**src/rtl/cmem_responder.sv**
```systemverilog
`timescale 1ns/1ps
// cmem_responder
//   Memory-side responder for the CPU's two cmem ports: a (instruction fetch)
//   and b (data). Both pending requests are captured together, served one at
//   a time on pmem (b first, then a), and completed with a single shared resp
//   cycle so the CPU pipeline can advance on both ports at once.
//   Optional feature: define CMEM_RESPONDER_PERF_EN to get per-port completion
//   counters on perf_a_count / perf_b_count (tied to 0 otherwise).
module cmem_responder #(
    parameter int PERF_WIDTH = 32
) (
    input  logic                  clk,
    input  logic                  reset,
    // port a (fetch)
    input  logic                  cmem_read_a,
    input  logic                  cmem_write_a,
    input  logic [3:0]            cmem_byte_enable_a,
    input  logic [31:0]           cmem_address_a,
    input  logic [31:0]           cmem_wdata_a,
    output logic                  cmem_resp_a,
    output logic [31:0]           cmem_rdata_a,
    // port b (data)
    input  logic                  cmem_read_b,
    input  logic                  cmem_write_b,
    input  logic [3:0]            cmem_byte_enable_b,
    input  logic [31:0]           cmem_address_b,
    input  logic [31:0]           cmem_wdata_b,
    output logic                  cmem_resp_b,
    output logic [31:0]           cmem_rdata_b,
    // physical memory
    output logic                  pmem_read,
    output logic                  pmem_write,
    output logic [3:0]            pmem_byte_enable,
    output logic [31:0]           pmem_address,
    output logic [31:0]           pmem_wdata,
    input  logic                  pmem_resp,
    input  logic [31:0]           pmem_rdata,
    // completion counters
    output logic [PERF_WIDTH-1:0] perf_a_count,
    output logic [PERF_WIDTH-1:0] perf_b_count
);

    typedef enum logic [1:0] {IDLE, SERVE_B, SERVE_A, RESP} state_t;

    typedef struct packed {
        logic        read;
        logic        write;
        logic [3:0]  be;
        logic [31:0] addr;
        logic [31:0] wdata;
    } req_t;

    state_t      state;
    logic        mask_a;
    logic        mask_b;
    req_t        cap_a;     // port a request held while port b is served
    req_t        pm;        // request currently presented on pmem (0 when not serving)
    logic [31:0] buf_a;
    logic [31:0] buf_b;

    logic        req_a;
    logic        req_b;
    req_t        live_a;
    req_t        live_b;

    assign req_a  = cmem_read_a | cmem_write_a;
    assign req_b  = cmem_read_b | cmem_write_b;
    assign live_a = '{read: cmem_read_a, write: cmem_write_a, be: cmem_byte_enable_a,
                      addr: cmem_address_a, wdata: cmem_wdata_a};
    assign live_b = '{read: cmem_read_b, write: cmem_write_b, be: cmem_byte_enable_b,
                      addr: cmem_address_b, wdata: cmem_wdata_b};

    // pmem pins come straight from the pm register; read+write collapses to write
    assign pmem_read        = pm.read & ~pm.write;
    assign pmem_write       = pm.write;
    assign pmem_byte_enable = pm.be;
    assign pmem_address     = pm.addr;
    assign pmem_wdata       = pm.wdata;

    assign cmem_rdata_a = buf_a;
    assign cmem_rdata_b = buf_b;

    // Capture / serve b / serve a / joint resp sequencer with registered outputs
    always_ff @(posedge clk or posedge reset) begin
        if (reset) begin
            state       <= IDLE;
            mask_a      <= 1'b0;
            mask_b      <= 1'b0;
            cap_a       <= '0;
            pm          <= '0;
            buf_a       <= '0;
            buf_b       <= '0;
            cmem_resp_a <= 1'b0;
            cmem_resp_b <= 1'b0;
        end else begin
            case (state)
                IDLE: begin
                    if (req_a | req_b) begin
                        mask_a <= req_a;
                        mask_b <= req_b;
                        cap_a  <= live_a;
                        // b goes straight onto pmem; a waits in cap_a if b is pending
                        pm     <= req_b ? live_b : live_a;
                        state  <= req_b ? SERVE_B : SERVE_A;
                    end
                end
                SERVE_B: begin
                    if (pmem_resp) begin
                        buf_b <= pm.write ? 32'h0 : pmem_rdata;
                        if (mask_a) begin
                            // strobe stays high; only the fields switch to port a
                            pm    <= cap_a;
                            state <= SERVE_A;
                        end else begin
                            pm          <= '0;
                            cmem_resp_b <= 1'b1;
                            state       <= RESP;
                        end
                    end
                end
                SERVE_A: begin
                    if (pmem_resp) begin
                        buf_a       <= pm.write ? 32'h0 : pmem_rdata;
                        pm          <= '0;
                        cmem_resp_a <= 1'b1;
                        cmem_resp_b <= mask_b;
                        state       <= RESP;
                    end
                end
                RESP: begin
                    // one IDLE cycle follows so the CPU can retire its requests
                    cmem_resp_a <= 1'b0;
                    cmem_resp_b <= 1'b0;
                    state       <= IDLE;
                end
                default: state <= IDLE;
            endcase
        end
    end

`ifdef CMEM_RESPONDER_PERF_EN
    // Count completions per port; resp is only ever high during RESP
    always_ff @(posedge clk or posedge reset) begin
        if (reset) begin
            perf_a_count <= '0;
            perf_b_count <= '0;
        end else begin
            if (cmem_resp_a) perf_a_count <= perf_a_count + {{(PERF_WIDTH-1){1'b0}}, 1'b1};
            if (cmem_resp_b) perf_b_count <= perf_b_count + {{(PERF_WIDTH-1){1'b0}}, 1'b1};
        end
    end
`else
    assign perf_a_count = '0;
    assign perf_b_count = '0;
`endif

endmodule

```
**config.mk**
```make
export PLATFORM = sky130hd
export DESIGN_NAME = cmem_responder
export DESIGN_NICKNAME = d
export VERILOG_FILES = /design/src/rtl/cmem_responder.sv
export SDC_FILE = /design/constraint.sdc
export NUM_CORES = 1
export LEC_CHECK = 0
export BUFFER_PORTS_ARGS = -buffer_cell sky130_fd_sc_hd__buf_4
export CAP_MARGIN = 25
export CORE_AREA = 2 2 145 147
export CTS_BUF_LIST = sky130_fd_sc_hd__clkbuf_8
export DETAILED_ROUTE_END_ITERATION = 10
export DIE_AREA = 0 0 147 149
export PLACE_DENSITY_LB_ADDON = 0.12
export RECOVER_POWER = 100
export REMOVE_ABC_BUFFERS = 1
export SYNTH_ARGS = -nofsm -noshare
export SYNTH_HDL_FRONTEND = slang
export SYNTH_SLANG_ARGS = --single-unit
```
**constraint.sdc**
```tcl
create_clock -name clk -period 7.4 [get_ports clk]
set_input_delay 1.11 -clock clk [delete_from_list [all_inputs] [get_ports clk]]
set_output_delay 1.11 -clock clk [all_outputs]
set_load 0.03 [all_outputs]
```
==> results.toml <==
[setup_path]
path_delay_family = "buffers and inverters"
worstPathArrival_ns = 5.69
r2r_setup_slack_ns = 2.43
r2r_start = "state[0]"
path_cells = "clkbuf_1 > nor4_1 > nand2b_1 > clkbuf_1 > mux2_1"
slowest_delay_ns = 2.20
r2r-end = "pmem_address[27]"
cp_num_buf_inv = 2
r2r_cells = 9
end_kind = "flip-flop"
required_ns = 7.79
path_class = "input pin to flip-flop"
start_kind = "input pin"
crit_slowest_cell = "clkbuf_1"
cpMostUsedCell = "clkbuf_1"
worstPathMaxFanout = 49

[yosys]
ys_warn_count = 0
synthTopCellsByArea = "dfrtp_1 51%, buf_4 10%, mux2_1 7.4%"
syn_area_sq_um = 10400
synth_area_leader_cell = "dfrtp_1"
ys_ff_latch = 210
synth_area_per_cell_sq_um = 10.8
seq_area_frac_synth_pct = 50.7
synth_edf_count = 0
netlist_top_cells_count = "210 x dfrtp_1, 140 x buf_4, 78 x a21oi_1, 74 x nor2_1, 71 x nand2_1"
synth.top_cell.area_share_pct = 50.7
synth-main-ff-cell = "dfrtp_1"
yosys.cell_count.top_type = "dfrtp_1"
postSynth.asyncResetShare_pct = 100
ys_types = 28
syn-instance-count = 960

[cts]
path_clk_slew_ns = 0.06
cts_hold_buf = 0
cts_tree = "built"
post_cts_resize_count = 0
ctsLongestPathBuffers = 3
cts_made_buffers = 37
insertion_delay_ns = 0.53
cts-root-buf = "clkbuf_8"
postCtsSetupRepairBufs = 0
clock_sinks = 210
cts.htree.levels = 2

[die]
die_h_um = 149
start_util_pct = 50.4
num_io_pins = 375
die_w_um = 147
core_sq_um = 20600
rows = 53
die-area_sq_um = 21900

[global_route]
grt_pass1_vias = 7430
grt_antenna_before_repair = 0
grt_usage_pct = 21.8
grt_max_degree = 115
grt_first_pass_wirelength_um = 38500
grt-ovfl-total = 0

[cells_and_area]
layoutNonFillerInstCount = 1492
layout.nets = 1371
num_antenna_cells = 0
areaGrowthSynthToFinish_pct = 18.5
drive_gt1_share_pct = 20.0

[pwr]
p_leak_nw = 5.82
swShare_pct = 45.0
clkPwrFrac_pct = 17.5
switching_power_mw = 2.77
combPwrFrac_pct = 49.5
power.density_nw_per_um2 = 501
pwr-share-seq_pct = 33.0
ir_drop_mv = 0.312
cell_internal_pwr_mw = 3.38

[timing]
min_period_over_period_pct = 71.6
drv_slew = 333
fin_tns_setup_ns = 0
worst_pin_slew_ns = 3.03
slew_headroom_pct = -102
fin_skew_ns = 0.0228
fin_crit_ns = 5.30
fmax_mhz = 189
rsz0062_at_grt = "false"
finalSetupViolations = 0
hold_violations = 0

[drt]
vias = 7433
vias_per_cell = 4.98
wl_um = 24500
drt_first_pass_iters = 4
drc = 0
wl_per_cell_um = 16.4
ant_nets = 0
drt_iter0_drc = 219

[placed_design]
placedCellCount = 1424
dpl.hpwl_um = 15900
port_buffers = 310
finalWeightedCongestion = 0.786

[hold_path]
hold_class = "flip-flop to flip-flop"
min_from = "cmem_rdata_b[1]"
min_path_cells = 2
min_to = "cmem_rdata_b[1]"

[status]
violations = "capacitance limit, slew limit"
status = "finished, violations left"

[run]
drv_cap = 7
[power by group through the flow]
stage | Sequential, mW | Clock, mW | Combinational, mW
4_1_cts | 2.04 | 1.10 | 3.35
6_report | 2.03 | 1.07 | 3.05
5_1_grt | 2.10 | 1.16 | 3.34
2_1_floorplan | 2.68 | 0 | 1.68
3_5_place_dp | 2.05 | 0 | 3.35
3_3_place_gp | 2.04 | 0 | 3.27
[cell type report]
| type | count | area (sq um) |
|---|---|---|
| Multi-Input combinational cell | 613 | 3990 |
| Tap cell | 275 | 344 |
| Clock inverter | 17 | 82.6 |
| Fill cell | 1901 | 8290 |
| Timing Repair Buffer | 322 | 1900 |
| Clock buffer | 49 | 674 |
| Sequential cell | 210 | 5260 |
| Inverter | 6 | 23.8 |
[state kept, by name, summed over array words and instances (netlist names), 2 cells and up]
name	count
state	2
pmem_byte_enable	4
pmem_wdata	32
cmem_rdata_a	32
cmem_rdata_b	32
pmem_address	32
cap_a	70
[layout by cell type (no fill, tap or decap), types with 49 or more instances in the layout]
master       n
mux2_1      68
conb_1      64
mux2i_1     70
dfrtp_1    210
a2bb2oi_1   69
a21oi_1     78
o21ai_0     66
clkbuf_8    49
nor2_1      74
clkbuf_1   143
nand2_1     70
buf_4      177
[logic make-up (layout without fill, tap and decap cells)]
logic type / Yosys count / after routing / synth area share [%]
adder cells (fa/ha/maj): 6 / 6 / 0.725
flip-flops: 210 / 210 / 50.7
multiplexers: 139 / 139 / 14.3
other: 1 / 64 / 0.0362
AO/OA/AOI/OAI: 220 / 220 / 13.4
buffers and inverters: 200 / 394 / 13.1
AND/OR/NAND/NOR: 184 / 184 / 7.72
[how the worst max path moves through the flow]
stage	start	endpoint	slack, ns	cells past startpoint
finish	cmem_write_b	cap_a[58]	2.10	5
CTS	state[0]	pmem_wdata[28]	3.84	9
floorplan	reset	cap_a[0]	0.55	1
global placement	state[0]	pmem_byte_enable[0]	3.98	8
global route	cmem_write_b	cap_a[13]	1.77	5
detailed placement	state[0]	pmem_address[27]	3.88	9
[layer usage]
| metal | vias to the layer above | share of wire [%] | GRT usage [%] |
|---|---|---|---|
| li1 | 3571 | - | - |
| met1 | 3545 | 42 | 27.2 |
| met2 | 273 | 47 | 34.7 |
| met3 | 44 | 9.2 | 8.50 |
| met4 | 0 | 2.5 | 8.08 |
| met5 | - | 0 | 0 |
[worst min-delay path: cells and delay by family (launching register included)]
family,cells,cell delay (ns)
simple gates,1,0.04
flops,1,0.33
compound gates,1,0.06
[metrics by stage]
| step | utilization [%] | power, mW | hold slack, ns | area (sq um) | worst slack [ns] |
|---|---|---|---|---|---|
| final | 59.7 | 6.15 | 0.479 | 12300 | 2.10 |
| after global routing | 59.7 | 6.60 | 0.501 | 12300 | 1.77 |
| after CTS | 62.4 | 6.49 | 0.485 | 12800 | 3.84 |
| after detailed placement | 58.7 | 5.40 | 0.471 | 12100 | 3.88 |
| after global placement | 58.5 | 5.31 | 0.461 | 12000 | 3.98 |
| after floorplan | - | 4.36 | 0.447 | 9260 | 0.552 |
Note: power is estimated with default switching activity, not from simulation.
